[src/rtl/traffic_phase_scheduler.sv]
// Four-approach intersection sequencer: latches sensor requests, grants green round-robin,
// and enforces min/max green, yellow, all-red clearance and an emergency all-red override.
module traffic_phase_scheduler #(
    parameter int MIN_GREEN   = 4,
    parameter int MAX_GREEN   = 8,
    parameter int YELLOW_TIME = 2,
    parameter int ALLRED_TIME = 1
) (
    input  logic       i_clk,
    input  logic       i_reset,
    input  logic       i_tick,
    input  logic [3:0] i_req,
    input  logic       i_emergency,
    output logic [3:0] o_green,
    output logic [3:0] o_yellow,
    output logic [3:0] o_red,
    output logic [1:0] o_phase,
    output logic [1:0] o_state
);

    localparam int T1   = (MAX_GREEN > YELLOW_TIME) ? MAX_GREEN : YELLOW_TIME;
    localparam int TMAX = (T1 > ALLRED_TIME) ? T1 : ALLRED_TIME;
    localparam int TW   = $clog2(TMAX + 1);

    typedef enum logic [1:0] {
        ST_ALLRED = 2'b00,
        ST_GREEN  = 2'b01,
        ST_YELLOW = 2'b10
    } state_e;

    state_e        state_q, state_d;
    logic [1:0]    phase_q, phase_d;
    logic [TW-1:0] timer_q, timer_d;
    logic [3:0]    pend_q,  pend_d;
    logic [3:0]    phase_oh;
    logic [3:0]    set_mask;
    logic          others;
    logic          grant;

    // First pending approach after cur, wrapping back to cur itself last.
    function automatic logic [1:0] pick_next(input logic [1:0] cur, input logic [3:0] pend);
        logic [1:0] idx;
        logic       found;
        pick_next = cur;
        found     = 1'b0;
        for (int k = 1; k <= 4; k++) begin
            idx = cur + 2'(k);
            if (!found && pend[idx]) begin
                pick_next = idx;
                found     = 1'b1;
            end
        end
    endfunction

    assign phase_oh = 4'b0001 << phase_q;
    assign others   = |(pend_q & ~phase_oh);

    always_comb begin
        state_d = state_q;
        phase_d = phase_q;
        timer_d = timer_q;
        grant   = 1'b0;
        case (state_q)
            ST_ALLRED: begin
                if (i_emergency) begin
                    timer_d = '0;
                end else if (i_tick) begin
                    if (timer_q == TW'(ALLRED_TIME - 1)) begin
                        state_d = ST_GREEN;
                        phase_d = pick_next(phase_q, pend_q);
                        timer_d = '0;
                        grant   = 1'b1;
                    end else begin
                        timer_d = timer_q + TW'(1);
                    end
                end
            end
            ST_GREEN: begin
                // Emergency cuts green short immediately, independent of the tick strobe.
                if (i_emergency) begin
                    state_d = ST_YELLOW;
                    timer_d = '0;
                end else if (i_tick) begin
                    if (others && (timer_q >= TW'(MIN_GREEN - 1)) &&
                        (!i_req[phase_q] || (timer_q >= TW'(MAX_GREEN - 1)))) begin
                        state_d = ST_YELLOW;
                        timer_d = '0;
                    end else if (timer_q < TW'(MAX_GREEN - 1)) begin
                        timer_d = timer_q + TW'(1);
                    end
                end
            end
            ST_YELLOW: begin
                if (i_tick) begin
                    if (timer_q == TW'(YELLOW_TIME - 1)) begin
                        state_d = ST_ALLRED;
                        timer_d = '0;
                    end else begin
                        timer_d = timer_q + TW'(1);
                    end
                end
            end
            default: begin
                state_d = ST_ALLRED;
                timer_d = '0;
            end
        endcase
    end

    // The served approach's own sensor is ignored while it is green; grant clears win over sets.
    always_comb begin
        set_mask = i_req;
        if (state_q == ST_GREEN) begin
            set_mask[phase_q] = 1'b0;
        end
        pend_d = pend_q | set_mask;
        if (grant) begin
            pend_d[phase_d] = 1'b0;
        end
    end

    always_ff @(posedge i_clk) begin
        if (i_reset) begin
            state_q <= ST_ALLRED;
            phase_q <= 2'd0;
            timer_q <= '0;
            pend_q  <= 4'b0000;
        end else begin
            state_q <= state_d;
            phase_q <= phase_d;
            timer_q <= timer_d;
            pend_q  <= pend_d;
        end
    end

    assign o_green  = (state_q == ST_GREEN)  ? phase_oh : 4'b0000;
    assign o_yellow = (state_q == ST_YELLOW) ? phase_oh : 4'b0000;
    assign o_red    = ~(o_green | o_yellow);
    assign o_phase  = phase_q;
    assign o_state  = state_q;

endmodule
[config.mk]
export PLATFORM = sky130hd
export DESIGN_NAME = traffic_phase_scheduler
export DESIGN_NICKNAME = d
export VERILOG_FILES = /design/src/rtl/traffic_phase_scheduler.sv
export SDC_FILE = /design/constraint.sdc
export NUM_CORES = 1
export LEC_CHECK = 0
export ABC_AREA = 1
export ABC_CLOCK_PERIOD_IN_PS = 4100
export CELL_PAD_IN_SITES_DETAIL_PLACEMENT = 0
export CELL_PAD_IN_SITES_GLOBAL_PLACEMENT = 1
export CORE_ASPECT_RATIO = 0.8
export CORE_UTILIZATION = 37
export DETAILED_ROUTE_END_ITERATION = 10
export PLACE_DENSITY_LB_ADDON = 0.25
export REMOVE_ABC_BUFFERS = 1
export SKIP_LAST_GASP = 1
export SYNTH_ARGS = -nofsm -noshare
export SYNTH_HDL_FRONTEND = slang
export SYNTH_SLANG_ARGS = --single-unit
[constraint.sdc]
create_clock -name i_clk -period 4.1 [get_ports i_clk]
set_clock_uncertainty 0.1 [all_clocks]
set_input_delay 0.615 -clock i_clk [delete_from_list [all_inputs] [get_ports i_clk]]
set_output_delay 0.615 -clock i_clk [all_outputs]
set_load 0.02 [all_outputs]
==> results of run 1 <==
==> per-layer routing <==
layer	vias to the layer above	part of all wire, %	GRT usage [%]
li1	698	-	-
met1	582	51	28.1
met2	46	41	29.6
met3	4	6.3	4.96
met4	0	1.3	7.25
met5	-	0	0
==> registers in the layout, summed over array words and instances (netlist names) <==
name     count
o_phase      2
o_state      2
timer_q      4
pend_q       4
==> kinds of logic (layout without fill, tap and decap cells) <==
kind of cell               count (synthesis)  count (layout)
adders and majority gates                  7               7
and+or+nand+nor                          124             124
AOI/OAI and AO/OA                         28              28
DFF                                       12              12
buffers and inverters                     37              61
==> worst max-delay path by stage <==
stage / depth (start not counted) / from / to / slack (ps)
6_report: 6 / o_phase[0]$_SDFF_PP0_ / o_red[0] / 1210
5_1_grt: 6 / o_phase[0]$_SDFF_PP0_ / o_red[0] / 1020
4_1_cts: 6 / o_phase[0]$_SDFF_PP0_ / o_red[0] / 1210
3_5_place_dp: 6 / o_phase[0]$_SDFF_PP0_ / o_red[0] / 1480
3_3_place_gp: 6 / o_phase[0]$_SDFF_PP0_ / o_red[0] / 1540
2_1_floorplan: 14 / o_phase[0]$_SDFF_PP0_ / pend_q[2]$_SDFF_PP0_ / 1850
==> layout make-up <==
class | count | area [sq um]
sequential | 12 | 240
timing repair buffer | 23 | 230
clock buffer | 4 | 55.1
tap | 40 | 50.0
fill | 319 | 1590
multi-input combinational | 159 | 812
inverter | 34 | 128
==> per-stage QoR <==
stage | utilization [%] | std cells | total power, mW
2_1_floorplan | - | 205 | 0.479
4_1_cts | 48.8 | 272 | 0.743
3_5_place_dp | 47.0 | 268 | 0.609
5_1_grt | 48.8 | 272 | 0.817
3_3_place_gp | 47.0 | 268 | 0.602
6_report | 48.8 | 272 | 0.740
==> worst max-delay path: cells and delay by family, from the launching register on <==
kind | cells | cell delay, ps
adders and majority gates | 1 | 260
buffers and inverters | 4 | 990
DFF | 1 | 620
AOI/OAI and AO/OA | 1 | 50
==> cell usage in the layout (no fill, tap or decap), types with 4 or more instances in the layout <==
| cell | n |
|---|---|
| dfxtp_1 | 12 |
| nand2_1 | 52 |
| nand3_2 | 4 |
| nand2_2 | 14 |
| nand3_1 | 18 |
| o21ai_0 | 11 |
| nor2_1 | 29 |
| ha_1 | 7 |
| clkdlybuf4s50_1 | 23 |
| clkbuf_8 | 4 |
| a21oi_1 | 11 |
| inv_1 | 32 |
==> power groups by stage <==
stage | clock network [mW] | registers (mW) | logic (mW)
final | 0.130 | 0.171 | 0.439
after global routing | 0.144 | 0.176 | 0.498
after CTS | 0.135 | 0.170 | 0.437
after detailed placement | 0 | 0.173 | 0.437
after global placement | 0 | 0.171 | 0.430
after floorplan | 0 | 0.178 | 0.302
==> results.yml, run 1 <==
cells_and_area:
  fin_area_sq_um: 1520
  area_growth_pct: 25.5
  finalNetCount: 248
  drive_gt1_share_pct: 12.5
  insertedDiodeCount: 0
yosys:
  yosys.area.top_type: "dfxtp_1"
  synth_top_area_share_pct: 19.9
  yosysMostFrequentCell: "nand2_1"
  netlist_top_cells_count: "nand2_1, inv_1, nor2_1"
  ys_warn_count: 0
  synth_fa_ha_area_share_pct: 7.25
  synth.area.mux_share_pct: 0
  synth_top_family_by_area: "simple AND/OR/NAND/NOR gates"
  synth_xor_area_share_pct: 0
  synth_edf_count: 0
  avgSynthCellArea_sq_um: 5.80
  synth_seq_cells: 12
  synthArstFlopShare_pct: 0
  synth_compound_area_share_pct: 12.8
  synth_area_leaders: "dfxtp_1, nand2_1, inv_1, nor2_1, nand3_1"
  seq_area_frac_synth_pct: 19.9
  netlist_area_sq_um: 1210
  yosysUniqueCellTypes: 21
  syn_inst: 208
  synthFlopType: "dfxtp_1"
  synthSimpleGateAreaFrac_pct: 47.2
power:
  clockPowerShare_pct: 17.6
  power_density_nw_per_um2: 489
  p_int_mw: 0.381
  vdd_drop_max_v: 0.000231
  leakage_nw: 0.709
  power_frac_comb_pct: 59.3
  pwr-share-seq_pct: 23.0
  p_switching_mw: 0.359
  swShare_pct: 48.6
placed_design:
  post_dp_cell_area_sq_um: 1460
  place_congestion: 0.905
  port_buffers: 23
  place_ws_ps: 1480
  place_hpwl_microns: 2590
worst_setup_path:
  rr_startpoint: "o_phase[0]$_SDFF_PP0_"
  rrSetupSlack_ps: 1630
  crit_slowest_cell: "dfxtp_1"
  crit_top_cell: "inv_1"
  crit_path_max_incr_delay_ps: 620
  start_kind: "register"
  end_kind: "primary output"
  reg2reg_depth: 13
  critPathMaxFanout: 14
  path_cells: "inv_2, ha_1, inv_1, a21oi_1, inv_1, clkdlybuf4s50_1"
  crit_required_ps: 3380
  cp.arrival_ps: 2170
  path_class: "register to primary output"
  r2r-end: "pend_q[0]$_SDFF_PP0_"
clocking:
  cts.hold.buffers_added: 0
  cts_buffers: 3
  insertion_delay_ps: 240
  postCtsSetupBuffers: 0
  cts_resized: 0
  cts_root_buf: "clkbuf_8"
  clk_pin_slew_ps: 50
  h-tree-depth: 1
  cts_tree: "built"
  cts.path.max_buffers: 2
  cts_sinks: 12
die:
  initial_core_util_pct: 38.8
  rows: 18
  die_h_microns: 53.1
  die_x_microns: 65.9
  die_area_sq_um: 3500
  core_sq_um: 3110
  ioPinCount: 24
timing:
  fin_crit_ps: 2890
  timing.setup.tns_ps: 0
  slew-limit-headroom_pct: 67.1
  timing.hold.ws_ps: 407
  rsz0062_at_grt: "no"
  hold_viol_final: 0
  fin_ws_ps: 1210
  setup_viol: 0
  maxSlewViolCount: 0
  fmax_ghz: 0.347
  worst_pin_slew_ps: 493
  final.period_utilization_pct: 70.4
detailed_routing:
  dr.pass1.iters: 4
  drt_iter0_markers: 81
  viasPerCell: 4.89
  via_count: 1330
  drc: 0
  routedWlPerCell_microns: 11.5
  ant_nets: 0
  routed_wl_microns: 3130
global_route:
  antenna_found_initial: 0
  grt_pass1_wl_microns: 5320
  grt-ovfl-total: 0
  grt_pass1_vias: 1186
  grt_usage_pct: 20.2
  grt_max_degree: 15
run_status:
  status: "complete, no violations"
hold_path:
  hold_path.class: "register to register"
  min_from: "timer_q[1]$_SDFFE_PP0P_"
  whs_endpoint: "timer_q[1]$_SDFFE_PP0P_"
  hold_depth: 2
run:
  cap_violations: 0
No activity file was read; power rests on OpenSTA's default activity.
==> run 2, diff against run 1 <==
Settings changed: ABC_CLOCK_PERIOD_IN_PS 4100 to 2500, CORE_UTILIZATION 37 to 31.
Clock period 4.1 ns to 2.5 ns, I/O delays scaled along.
==> results.yml, run 2 (synthesis gave the netlist of run 1 again) <==
run_status:
  status: "complete, no violations"
clocking:
  insertion_delay_ps: 240
  cts_sinks: 12
  cts_buffers: 3
  cts.hold.buffers_added: 0
  clk_pin_slew_ps: 60
  cts_root_buf: "clkbuf_8"
  cts.path.max_buffers: 2
  h-tree-depth: 1
  cts_tree: "built"
worst_setup_path:
  crit_end: "o_green[1]"
  cp.depth: 5
  r2r-end: "pend_q[3]$_SDFF_PP0_"
  path_class: "register to primary output"
  reg2reg_depth: 12
  cp-startpoint: "o_state[0]$_SDFFE_PP0P_"
  rr_startpoint: "o_phase[0]$_SDFF_PP0_"
  crit_slowest_cell: "clkdlybuf4s50_1"
  critPathMaxFanout: 11
  rrSetupSlack_ps: 410
  cp.arrival_ps: 1950
  path_cells: "inv_1, nor2_1, inv_2, nor2_1, clkdlybuf4s50_1"
  start_kind: "register"
  crit_path_max_incr_delay_ps: 640
  end_kind: "primary output"
  path_buf_inv: 3
  crit_top_cell: "nor2_1"
  crit_required_ps: 2030
  path_delay_family: "buffers and inverters"
die:
  die_x_microns: 71.8
  initial_core_util_pct: 33.9
  rows: 19
  die_area_sq_um: 4150
  ioPinCount: 24
  core_sq_um: 3570
  die_h_microns: 57.8
power:
  power_density_nw_per_um2: 799
  swShare_pct: 48.2
  pwr-share-seq_pct: 21.3
  p_switching_mw: 0.591
  p_int_mw: 0.634
  leakage_nw: 0.720
  power_frac_comb_pct: 60.9
  vdd_drop_max_v: 0.000328
  finalPower_mw: 1.23
  clockPowerShare_pct: 17.8
detailed_routing:
  routedWlPerCell_microns: 11.4
  via_count: 1318
  ant_nets: 0
  drt_iter0_markers: 94
  routed_wl_microns: 3140
  drc: 0
  dr.pass1.iters: 4
  viasPerCell: 4.78
cells_and_area:
  finalNetCount: 250
  area_growth_pct: 26.9
  insertedDiodeCount: 0
  fill_cells: 404
  final_common_cell: "nand2_1"
  seq_area_sq_um: 240
  multiInputGateArea_sq_um: 812
  finalCoreUtilization_pct: 43.0
  fin_area_sq_um: 1530
  reg_top3: "pend_q: 4 flops, timer_q: 4 flops"
  drive_gt1_share_pct: 14.1
  mostFrequentLayoutCells: "nand2_1, inv_1, nor2_1, clkdlybuf4s50_1, nand3_1"
run:
  cap_violations: 0
timing:
  final.period_utilization_pct: 96.9
  fmax_ghz: 0.413
  maxSlewViolCount: 0
  worst_pin_slew_ps: 286
  fin_ws_ps: 77.6
  slew-limit-headroom_pct: 80.9
  timing.setup.tns_ps: 0
  rsz0062_at_grt: "yes"
  hold_viol_final: 0
  setup_viol: 0
  fin_crit_ps: 2420
global_route:
  grt_pass1_vias: 1169
  grt_max_degree: 13
  grt-ovfl-total: 0
  antenna_found_initial: 0
  grt_usage_pct: 16.6
  grt_pass1_wl_microns: 5410
hold_path:
  hold_path.class: "register to register"
placed_design:
  place_ws_ps: 311
  place_congestion: 0.804
  port_buffers: 23
  place_hpwl_microns: 2500
  post_dp_cell_area_sq_um: 1480
==> run 2: routing by layer <==
metal / vias up / wire length [microns] / GRT usage (%)
met5: - / 0 / 0
met4: 0 / 10 / 1.68
met3: 2 / 164 / 3.65
met2: 33 / 1200 / 22.2
met1: 581 / 1760 / 27.0
li1: 702 / - / -
==> run 2: what timing repair did <==
action                     CTS  global route
setup endpoints to repair    0             8
setup buffers                0             0
gates resized for setup      0             2
==> run 2: per-stage QoR <==
stage | std cells | hold WS (ps)
after floorplan | 205 | 344
after global placement | 272 | 397
after detailed placement | 272 | 399
after CTS | 276 | 408
after global routing | 276 | 454
final | 276 | 405
==> run 2: power groups by stage <==
stage / registers, mW / clock network, mW / logic, mW
6_report: 0.261 / 0.218 / 0.746
5_1_grt: 0.269 / 0.237 / 0.845
4_1_cts: 0.261 / 0.224 / 0.746
3_5_place_dp: 0.265 / 0 / 0.743
3_3_place_gp: 0.266 / 0 / 0.757
2_1_floorplan: 0.291 / 0 / 0.495
==> run 2: how the worst min path moves through the flow <==
| stage | to | slack (ps) | from | cells past startpoint |
|---|---|---|---|---|
| after floorplan | timer_q[0]$_SDFFE_PP0P_ | 340 | i_reset | 1 |
| after detailed placement | timer_q[1]$_SDFFE_PP0P_ | 400 | timer_q[1]$_SDFFE_PP0P_ | 2 |
| after CTS | timer_q[1]$_SDFFE_PP0P_ | 410 | timer_q[1]$_SDFFE_PP0P_ | 2 |
| final | timer_q[1]$_SDFFE_PP0P_ | 410 | timer_q[1]$_SDFFE_PP0P_ | 2 |
| after global routing | timer_q[3]$_SDFFE_PP0P_ | 450 | timer_q[3]$_SDFFE_PP0P_ | 2 |
| after global placement | timer_q[1]$_SDFFE_PP0P_ | 400 | timer_q[1]$_SDFFE_PP0P_ | 2 |
==> run 2: area by class of cell <==
type	instances	share of cell area, %
Multi-Input combinational cell	159	53.0
Timing Repair Buffer	25	16.0
Inverter	34	8.33
Tap cell	42	3.43
Clock buffer	4	3.59
Sequential cell	12	15.7
==> run 2: tightest hold or removal path, stage by stage (launching register included) <==
cell,delay (ps)
dfxtp_1,330
nand2_1,70
a21oi_1,60
